==> config.mk <==
export PLATFORM = sky130hd
export DESIGN_NAME = l2_spi_tx_ctrl_flat
export DESIGN_NICKNAME = d
export VERILOG_FILES = /design/src/rtl/l2_spi_tx_ctrl_pkg.sv /design/src/rtl/l2_spi_tx_ctrl_if.sv /design/src/rtl/l2_spi_tx_ctrl_half_tick.sv /design/src/rtl/l2_spi_tx_ctrl.sv /design/src/flat_wrapper.sv
export SDC_FILE = /design/constraint.sdc
export NUM_CORES = 1
export LEC_CHECK = 0
export ABC_CLOCK_PERIOD_IN_PS = 2700
export BUFFER_PORTS_ARGS = -buffer_cell sky130_fd_sc_hd__buf_2
export CAP_MARGIN = 20
export CELL_PAD_IN_SITES_DETAIL_PLACEMENT = 1
export CELL_PAD_IN_SITES_GLOBAL_PLACEMENT = 1
export CORE_ASPECT_RATIO = 0.6
export CORE_MARGIN = 2
export CORE_UTILIZATION = 30
export CTS_CLUSTER_SIZE = 28
export DETAILED_ROUTE_END_ITERATION = 16
export PLACE_DENSITY = 0.62
export SLEW_MARGIN = 20
export SYNTH_ARGS = -nofsm -noshare
export SYNTH_HDL_FRONTEND = slang
export SYNTH_SLANG_ARGS = --single-unit
==> constraint.sdc <==
create_clock -name clk -period 2.7 [get_ports clk]
set_input_delay 0.27 -clock clk [delete_from_list [all_inputs] [get_ports clk]]
set_output_delay 0.27 -clock clk [all_outputs]
set_load 0.005 [all_outputs]
==> src/rtl/l2_spi_tx_ctrl_pkg.sv <==
// Shared definitions for the SPI mode-0 transmit controller.
// State encodings, divider floor, zero-length rule and the byte bit-reverse helper.
package l2_spi_tx_ctrl_pkg;

    typedef enum logic [2:0] {
        ST_IDLE  = 3'd0,
        ST_SETUP = 3'd1,
        ST_LOAD  = 3'd2,
        ST_SHIFT = 3'd3,
        ST_HOLD  = 3'd4
    } state_t;

    localparam int         CLK_DIV_MIN    = 2;
    // A zero length field encodes a full 256-byte frame.
    localparam logic [8:0] LEN_ZERO_BYTES = 9'd256;

    function automatic logic [7:0] bit_rev8(input logic [7:0] d);
        logic [7:0] r;
        for (int i = 0; i < 8; i++) r[i] = d[7-i];
        return r;
    endfunction

endpackage

==> src/rtl/l2_spi_tx_ctrl_if.sv <==
// Byte source and serializer-side signals of the SPI transmit controller.
// master = byte/command source side, slave = the controller.
interface l2_spi_tx_ctrl_if;
    logic       i_start;
    logic [7:0] i_len;
    logic       i_abort;
    logic [7:0] i_byte;
    logic       i_byte_valid;
    logic       o_byte_ready;
    logic       o_cs_n;
    logic       o_sclk;
    logic       o_work_en;
    logic       o_work_pulse;
    logic [7:0] o_byte;
    logic       o_busy;
    logic       o_done;

    modport master (
        output i_start, i_len, i_abort, i_byte, i_byte_valid,
        input  o_byte_ready, o_cs_n, o_sclk, o_work_en, o_work_pulse, o_byte, o_busy, o_done
    );

    modport slave (
        input  i_start, i_len, i_abort, i_byte, i_byte_valid,
        output o_byte_ready, o_cs_n, o_sclk, o_work_en, o_work_pulse, o_byte, o_busy, o_done
    );
endinterface

==> src/rtl/l2_spi_tx_ctrl_half_tick.sv <==
// Half-period timer: tick is high on the last cycle of each DIV-cycle window.
// Reload on clr or tick, so the window restarts on every state entry.
module spi_half_tick #(
    parameter int DIV = 4
) (
    input  logic clk,
    input  logic rst_n,
    input  logic clr,
    output logic tick
);
    logic [7:0] cnt_q;

    assign tick = (cnt_q == 8'd0);

    always_ff @(posedge clk or negedge rst_n) begin
        if (!rst_n)
            cnt_q <= 8'(DIV - 1);
        else if (clr || tick)
            cnt_q <= 8'(DIV - 1);
        else
            cnt_q <= cnt_q - 8'd1;
    end
endmodule

==> src/rtl/l2_spi_tx_ctrl.sv <==
// SPI mode-0 transmit controller: frames bytes, drives CS/SCLK and paces an 8-to-1 serializer.
// All outputs registered; byte source is stalled via o_byte_ready, which is only high in LOAD.
module l2_spi_tx_ctrl
    import l2_spi_tx_ctrl_pkg::*;
#(
    parameter int CLK_DIV   = 4,
    parameter bit MSB_FIRST = 1'b0
) (
    input  logic             clk,
    input  logic             rst_n,
    l2_spi_tx_ctrl_if.slave  bus
);
    localparam int DIV = (CLK_DIV < CLK_DIV_MIN) ? CLK_DIV_MIN : CLK_DIV;

    state_t     state_q, state_d;
    logic [8:0] rem_q, rem_d;
    logic [2:0] bit_q, bit_d;
    logic       phase_q, phase_d;
    logic [7:0] byte_q, byte_d;
    logic       cs_n_q, cs_n_d;
    logic       sclk_q, sclk_d;
    logic       work_en_q, work_en_d;
    logic       pulse_q, pulse_d;
    logic       rdy_q, rdy_d;
    logic       busy_q, busy_d;
    logic       done_q, done_d;
    logic       tick, tick_clr, hs;

    spi_half_tick #(.DIV(DIV)) u_half_tick (
        .clk   (clk),
        .rst_n (rst_n),
        .clr   (tick_clr),
        .tick  (tick)
    );

    always_ff @(posedge clk or negedge rst_n) begin
        if (!rst_n) begin
            state_q   <= ST_IDLE;
            rem_q     <= 9'd0;
            bit_q     <= 3'd0;
            phase_q   <= 1'b0;
            byte_q    <= 8'd0;
            cs_n_q    <= 1'b1;
            sclk_q    <= 1'b0;
            work_en_q <= 1'b0;
            pulse_q   <= 1'b0;
            rdy_q     <= 1'b0;
            busy_q    <= 1'b0;
            done_q    <= 1'b0;
        end else begin
            state_q   <= state_d;
            rem_q     <= rem_d;
            bit_q     <= bit_d;
            phase_q   <= phase_d;
            byte_q    <= byte_d;
            cs_n_q    <= cs_n_d;
            sclk_q    <= sclk_d;
            work_en_q <= work_en_d;
            pulse_q   <= pulse_d;
            rdy_q     <= rdy_d;
            busy_q    <= busy_d;
            done_q    <= done_d;
        end
    end

    always_comb begin
        state_d = state_q;
        rem_d   = rem_q;
        bit_d   = bit_q;
        phase_d = phase_q;
        byte_d  = byte_q;
        pulse_d = 1'b0;
        done_d  = 1'b0;
        // rdy_q mirrors "state is LOAD", so this is the accepted-byte strobe.
        hs      = bus.i_byte_valid & rdy_q;

        if (state_q != ST_IDLE && bus.i_abort) begin
            state_d = ST_IDLE;
        end else begin
            case (state_q)
                ST_IDLE: begin
                    if (bus.i_start) begin
                        rem_d   = (bus.i_len == 8'd0) ? LEN_ZERO_BYTES : {1'b0, bus.i_len};
                        state_d = ST_SETUP;
                    end
                end
                ST_SETUP: begin
                    if (tick) state_d = ST_LOAD;
                end
                ST_LOAD: begin
                    if (hs) begin
                        byte_d  = MSB_FIRST ? bit_rev8(bus.i_byte) : bus.i_byte;
                        rem_d   = rem_q - 9'd1;
                        bit_d   = 3'd0;
                        phase_d = 1'b0;
                        pulse_d = 1'b1;
                        state_d = ST_SHIFT;
                    end
                end
                ST_SHIFT: begin
                    if (tick) begin
                        if (!phase_q) begin
                            phase_d = 1'b1;
                        end else begin
                            // Falling SCLK edge: next bit starts, or the byte is finished.
                            phase_d = 1'b0;
                            bit_d   = bit_q + 3'd1;
                            if (bit_q == 3'd7)
                                state_d = (rem_q != 9'd0) ? ST_LOAD : ST_HOLD;
                            else
                                pulse_d = 1'b1;
                        end
                    end
                end
                ST_HOLD: begin
                    if (tick) begin
                        state_d = ST_IDLE;
                        done_d  = 1'b1;
                    end
                end
                default: state_d = ST_IDLE;
            endcase
        end

        tick_clr  = (state_d != state_q);
        cs_n_d    = (state_d == ST_IDLE);
        work_en_d = (state_d != ST_IDLE);
        busy_d    = (state_d != ST_IDLE);
        rdy_d     = (state_d == ST_LOAD);
        sclk_d    = (state_d == ST_SHIFT) && phase_d;
    end

    assign bus.o_byte_ready = rdy_q;
    assign bus.o_cs_n       = cs_n_q;
    assign bus.o_sclk       = sclk_q;
    assign bus.o_work_en    = work_en_q;
    assign bus.o_work_pulse = pulse_q;
    assign bus.o_byte       = byte_q;
    assign bus.o_busy       = busy_q;
    assign bus.o_done       = done_q;

endmodule

==> src/flat_wrapper.sv <==
// flat-port wrapper written by rule: the top's interface ports become plain ports
module l2_spi_tx_ctrl_flat import l2_spi_tx_ctrl_pkg::*;
#(
    parameter int CLK_DIV   = 4,
    parameter bit MSB_FIRST = 1'b0
)
  (clk, rst_n, bus_i_start, bus_i_len, bus_i_abort, bus_i_byte, bus_i_byte_valid, bus_o_byte_ready, bus_o_cs_n, bus_o_sclk, bus_o_work_en, bus_o_work_pulse, bus_o_byte, bus_o_busy, bus_o_done);
  l2_spi_tx_ctrl_if bus_i ();
  input  logic clk;
  input  logic rst_n;
  input wire logic [$bits(bus_i.i_start)-1:0] bus_i_start;
  input wire logic [$bits(bus_i.i_len)-1:0] bus_i_len;
  input wire logic [$bits(bus_i.i_abort)-1:0] bus_i_abort;
  input wire logic [$bits(bus_i.i_byte)-1:0] bus_i_byte;
  input wire logic [$bits(bus_i.i_byte_valid)-1:0] bus_i_byte_valid;
  output wire logic [$bits(bus_i.o_byte_ready)-1:0] bus_o_byte_ready;
  output wire logic [$bits(bus_i.o_cs_n)-1:0] bus_o_cs_n;
  output wire logic [$bits(bus_i.o_sclk)-1:0] bus_o_sclk;
  output wire logic [$bits(bus_i.o_work_en)-1:0] bus_o_work_en;
  output wire logic [$bits(bus_i.o_work_pulse)-1:0] bus_o_work_pulse;
  output wire logic [$bits(bus_i.o_byte)-1:0] bus_o_byte;
  output wire logic [$bits(bus_i.o_busy)-1:0] bus_o_busy;
  output wire logic [$bits(bus_i.o_done)-1:0] bus_o_done;
  assign bus_i.i_start = bus_i_start;
  assign bus_i.i_len = bus_i_len;
  assign bus_i.i_abort = bus_i_abort;
  assign bus_i.i_byte = bus_i_byte;
  assign bus_i.i_byte_valid = bus_i_byte_valid;
  assign bus_o_byte_ready = bus_i.o_byte_ready;
  assign bus_o_cs_n = bus_i.o_cs_n;
  assign bus_o_sclk = bus_i.o_sclk;
  assign bus_o_work_en = bus_i.o_work_en;
  assign bus_o_work_pulse = bus_i.o_work_pulse;
  assign bus_o_byte = bus_i.o_byte;
  assign bus_o_busy = bus_i.o_busy;
  assign bus_o_done = bus_i.o_done;
  l2_spi_tx_ctrl #(.CLK_DIV(CLK_DIV), .MSB_FIRST(MSB_FIRST)) u_core (.clk(clk), .rst_n(rst_n), .bus(bus_i));
endmodule
Yosys cells after proc, flatten, opt, wreduce, memory -nomap -nowiden --
Index checks and enable logic that the tools add are counted.
Storage, ports and cells: flip-flop bits (word level) 38, input port bits 21, output and inout bits 15, logic and storage cells 77
Operators by class: add/sub/neg operators 3, eq/ne operators 12, muxes and demuxes 33, bitwise logic cells 2, reductions and logical operators 15
Operators with widths (count):
- 3-bit 2-to-1 mux | 12
- 9-bit 2-to-1 mux | 3
- 9-bit one-hot mux with 2 select lines | 1
- 8-bit zero test | 2
- 3-bit one-hot mux with 5 select lines | 1
- 3-bit by 2-bit equality test with 1-bit output, second input constant | 4
- 1-bit 2-to-1 mux | 12
- 9-bit nonzero test | 1
- 9-bit by 1-bit subtractor with 9-bit output, second input constant | 1
- 8-bit 2-to-1 mux | 1
- 8-bit by 1-bit subtractor with 8-bit output, second input constant | 1
- 3-bit equality test, second input constant | 2
- 3-bit zero test | 2
- 3-bit one-hot mux with 2 select lines | 1
- 3-bit nonzero test | 2
- 5-bit AND reduction | 1
- 2-bit by 1-bit != test with 1-bit output, second input constant | 2
- 2-bit != test, second input constant | 2
- 1-bit one-hot mux with 2 select lines | 2
- 4-bit AND reduction | 1
- 2-bit nonzero test | 2
- 3-bit by 1-bit adder with 3-bit output, second input constant | 1
- 3-bit by 1-bit equality test with 1-bit output, second input constant | 1
- 3-bit != test | 1
- other kinds (5) | 6

Longest topological paths before layout --
depth after elaboration 10, gate-level depth with buffers 6, depth with buffers taken out 6

Hierarchy --
Synthesis repeated with hierarchy kept, for this count alone.
Second synthesis, totals: cells, all modules 191, area total of the unflattened synthesis 1986.9 µm²
Modules (own cells, without submodules):
- l2_spi_tx_ctrl | times used 1, cells each 150, area an instance 1565.3 µm², sequential area each 752.0 µm²
- spi_half_tick | times used 1, cells each 41, area an instance 421.7 µm², sequential area each 202.7 µm²

Worst setup path after synthesis --
OpenSTA, ideal clock, no wires.
path type register -> register, start reg u_core.u_half_tick.cnt_q[3], end reg u_core.bit_q[0], setup time 125 ps, data arrival time 2071 ps, required time 2575 ps, slack 504 ps, stages on the path, launching flop included 6, buffers on the path 1, period minus slack after synthesis 2196 ps, cells stage by stage dfrtp_1 or4_1 buf_2 or2_4 a2111o_1 mux2_4
On the way: word-level cells in the longest chain between the ends 3
RTL lines:
- from (decl) | RTL line l2_spi_tx_ctrl_half_tick.sv:11 | logic [7:0] cnt_q;
- from (signal assigned) | RTL line l2_spi_tx_ctrl_half_tick.sv:17 | cnt_q <= 8'(DIV - 1);
- from (signal assigned) | RTL line l2_spi_tx_ctrl_half_tick.sv:19 | cnt_q <= 8'(DIV - 1);
- from (signal assigned) | RTL line l2_spi_tx_ctrl_half_tick.sv:21 | cnt_q <= cnt_q - 8'd1;
- 8-bit zero test | RTL line l2_spi_tx_ctrl_half_tick.sv:13 | assign tick = (cnt_q == 8'd0);
- 2-bit != test (no source line)
- 5-bit AND reduction (no source line)
- to (signal assigned) | RTL line l2_spi_tx_ctrl.sv:53 | bit_q <= bit_d;
- to (decl) | RTL line l2_spi_tx_ctrl.sv:17 | logic [2:0] bit_q, bit_d;
Every way passes these cells. A chain may end at the register's enable or synchronous reset.

Worst setup path after layout --
start reg u_core.bit_q[0], end reg u_core.sclk_q, in the netlist u_core.bus.o_sclk
On the way: word-level cells in the longest chain between the ends 8
RTL lines:
- 3-bit equality test | RTL line l2_spi_tx_ctrl.sv:108 | if (bit_q == 3'd7)
- 3-bit 2-to-1 mux | RTL line l2_spi_tx_ctrl.sv:108
- 3-bit 2-to-1 mux | RTL line l2_spi_tx_ctrl.sv:102 | if (!phase_q) begin
- 3-bit 2-to-1 mux | RTL line l2_spi_tx_ctrl.sv:101 | if (tick) begin
- 3-bit one-hot mux with 5 select lines | RTL line l2_spi_tx_ctrl.sv:80 | case (state_q)
- 3-bit 2-to-1 mux | RTL line l2_spi_tx_ctrl.sv:77 | if (state_q != ST_IDLE && bus.i_abort) begin
- named net u_core.state_d[0] | RTL line l2_spi_tx_ctrl.sv:15 | state_t state_q, state_d;
- 3-bit by 2-bit equality test with 1-bit output | RTL line l2_spi_tx_ctrl.sv:130 | sclk_d = (state_d == ST_SHIFT) && phase_d;
- 1-bit logical AND | RTL line l2_spi_tx_ctrl.sv:130
- named net u_core.sclk_d | RTL line l2_spi_tx_ctrl.sv:21 | logic sclk_q, sclk_d;
- to (signal assigned) | RTL line l2_spi_tx_ctrl.sv:57 | sclk_q <= sclk_d;
- to (decl) | RTL line l2_spi_tx_ctrl.sv:21
The timed path passes the listed nets, and every way through them passes these cells.

==> impl_metrics.tcl <==
set metrics [dict create \
    yosys_warnings 0 \
    htree_levels 2 \
    first_pass_iters 4 \
    yosysTopAreaCellShare_pct 43.5 \
    routed_wl_microns 5110 \
    slew_headroom_pct 37.1 \
    crit_arrival_ns 2.59 \
    crit_chain "ha_1 -> ha_1 -> and2_1 -> nand2b_1 -> a2111oi_1 -> and4_1" \
    timing.fmax_mhz 425 \
    setup_viol 0 \
    cts_made_buffers 5 \
    hold_viol 0 \
    fin_crit_sh_pct 87.2 \
    min_period_ns 2.35 \
    ys_async_sr_fraction_pct 100 \
    overflow 0 \
    drc 0 \
    rows 23 \
    place_hpwl_microns 3760 \
    n_antenna_cell 0 \
    start_kind "flip-flop" \
    start_util_pct 30.6 \
    port_buffers 35 \
    status "finished, final reports clean" \
    dieArea_sq_um 7410 \
    die_h_microns 67.5 \
    syn_area_per_cell_sq_um 9.98 \
    clk_pin_slew_ns 0.08 \
    cts_root_buffer "clkbuf_8" \
    synth_edf_count 0 \
    critPathMaxStageDelay_ns 0.87 \
    core_sq_um 6590 \
    ys.flop_type "dfrtp_1" \
    dpl.cell_count 320 \
    final_nets 266 \
    fin_util_pct 37.0 \
    post-cts-setup-buffer-count 0 \
    endpoint_kind "flip-flop" \
    vias_per_cell 5.04 \
    drive_gt1_share_pct 27.4 \
    die_w_microns 110 \
    rsz0062_at_grt "false" \
    max_slew.worst_pin.slew_ns 0.941 \
    syn-num-nets 228 \
    synth-seq-cells 38 \
    yosysSeqAreaShare_pct 47.4 \
    antenna_found_initial 0 \
    crit_required_ns 2.93 \
    synth_area_leaders "dfrtp_1 43%, nor2_1 4.8%, mux2_2 4.5%" \
    antenna_left 0 \
    grt_pass1_vias 1655 \
    num_io_pins 36 \
    drt-initial-drc-count 89 \
    r2r_setup_slack_ns 0.35 \
    syn_inst 202 \
    cap_viol_max_count 0 \
    cts_tree "built" \
    tns_ns 0 \
    p_per_area_nw_per_um2 911 \
    crit_family "compound AO/OA/AOI/OAI gates" \
    vias 1652 \
    synth_cell_types 58 \
    critPathMaxFanout 5 \
    leakagePower_nw 1.15 \
    cts.repair.resized 0 \
    peakVddDrop_mv 0.327 \
    routedWlPerCell_microns 15.6 \
    globalplace.congestion 0.771 \
    cts_sinks 38 \
    path_class "flip-flop to flip-flop" \
    cts_hold_buf 0 \
    synth.largest_area_cell "dfrtp_1" \
    cts.path.max_buffers 2 \
    finalPower_mw 2.22 \
    final_cells 328 \
    crit_buf_inv 0 \
    finalClockSkew_ns 0.00421 \
    track_usage_pct 15.2 \
    hold_path.class "primary input to asynchronous set/reset pin" \
    timing.critical_path.mode_cell "ha_1" \
    grt_pass1_wl_microns 8450 \
    synth_area_sq_um 2020 \
    grt_max_degree 39 \
    drv_slew 0 \
    syn_to_final_growth_pct 21.1 \
    clk-insertion-delay-late_ns 0.29 \
    slowest_stage "a2111oi_1" \
]
## kinds of logic (layout without fill, tap and decap cells)
kind of cell	after synthesis	in the layout	synth area share, %
xor+xnor	5	5	2.17
mux	11	11	6.21
buf+inv	16	55	3.23
fa+ha+maj	5	5	3.10
compound gates	48	48	16.6
simple gates	79	79	21.3
flops	38	38	47.4
## layer usage
metal  GRT usage, %  wire, microns  vias up
li1               -              -      817
met4           4.27             36        0
met3           3.76            134        4
met5              0              0        -
met2           20.6           2080       21
met1           23.5           2860      810
## synth_stat cells (2+ instances only)
library cell  instances
dfrtp_1              35
nor2_1               26
o21ai_0              13
nand2_1               9
mux2_2                8
nor3_1                8
a21oi_1               7
clkbuf_1              7
inv_1                 7
ha_1                  5
nand2b_1              4
nor4_1                4
xnor2_1               4
a2bb2oi_1             3
dfstp_2               3
nand3_1               3
o21a_1                3
o2bb2ai_1             3
a211oi_1              2
a22oi_1               2
and3_1                2
and4_1                2
mux2i_1               2
nor2b_1               2
o21bai_1              2
or2_2                 2
or3b_2                2
or4_1                 2
## cell type report
type | count | area (sq um)
Sequential cell | 38 | 955
Inverter | 7 | 26.3
Clock buffer | 6 | 82.6
Clock inverter | 2 | 60.1
Timing Repair Buffer | 40 | 213
Multi-Input combinational cell | 148 | 996
Fill cell | 769 | 4150
Tap cell | 87 | 109
## path summary, 6_finish.rpt
path / from / endpoint / cells past startpoint
max in group asynchronous: rst_n / u_core.rem_q[2] / 1
hold reg to reg: u_core.bus.o_byte[2] / u_core.bus.o_byte[2] / 1
setup reg to reg: u_core.bit_q[0] / u_core.bus.o_sclk / 6
setup / recovery: u_core.bit_q[0] / u_core.bus.o_sclk / 6
hold / removal: rst_n / u_core.rem_q[4] / 1
min in group clk: bus_i_byte[0] / u_core.bus.o_byte[0] / 2
## state kept, by name, summed over array words and instances, names as in the netlist
name	cells
u_core.phase_q	1
u_core.u_half_tick.cnt_q	8
u_core.bit_q	3
u_core.rem_q	9
u_core.bus.o_work_en	1
u_core.bus.o_work_pulse	1
u_core.bus.o_cs_n	1
u_core.bus.o_byte_ready	1
u_core.state_q	3
u_core.bus.o_byte	8
u_core.bus.o_sclk	1
u_core.bus.o_done	1
## cell usage in the layout, fill, tap and decap left out, drive strengths merged, types with 2 or more instances in the layout
cell type  instances
inv                7
and2               2
nor4               4
or4                2
a22oi              2
a2bb2oi            3
mux2i              2
bufinv             2
nor2b              2
ha                 5
and4               2
and3               2
o21bai             2
buf               40
dfstp              3
mux2               9
o21ai             14
a21oi              7
nand2              9
a211oi             2
or2                3
nor2              26
nand2b             4
o21a               3
clkbuf             6
o2bb2ai            3
nand3              3
dfrtp             35
xnor2              4
nor3               8
or3b               3
## report_power, final
group	switching [mW]	internal, mW
sequential	0.171	0.730
clock	0.212	0.394
combinational	0.401	0.316
total	0.783	1.44
## stage by stage
step,hold WS [ns],worst slack [ns],area [sq um]
global route,0.145,0.142,2440
floorplan,-0.0256,0.504,2020
global placement,0.457,0.423,2300
finish,0.0782,0.346,2440
CTS,0.127,0.336,2440
detailed placement,0.449,0.373,2300
No activity file was read; power rests on OpenSTA's default activity.
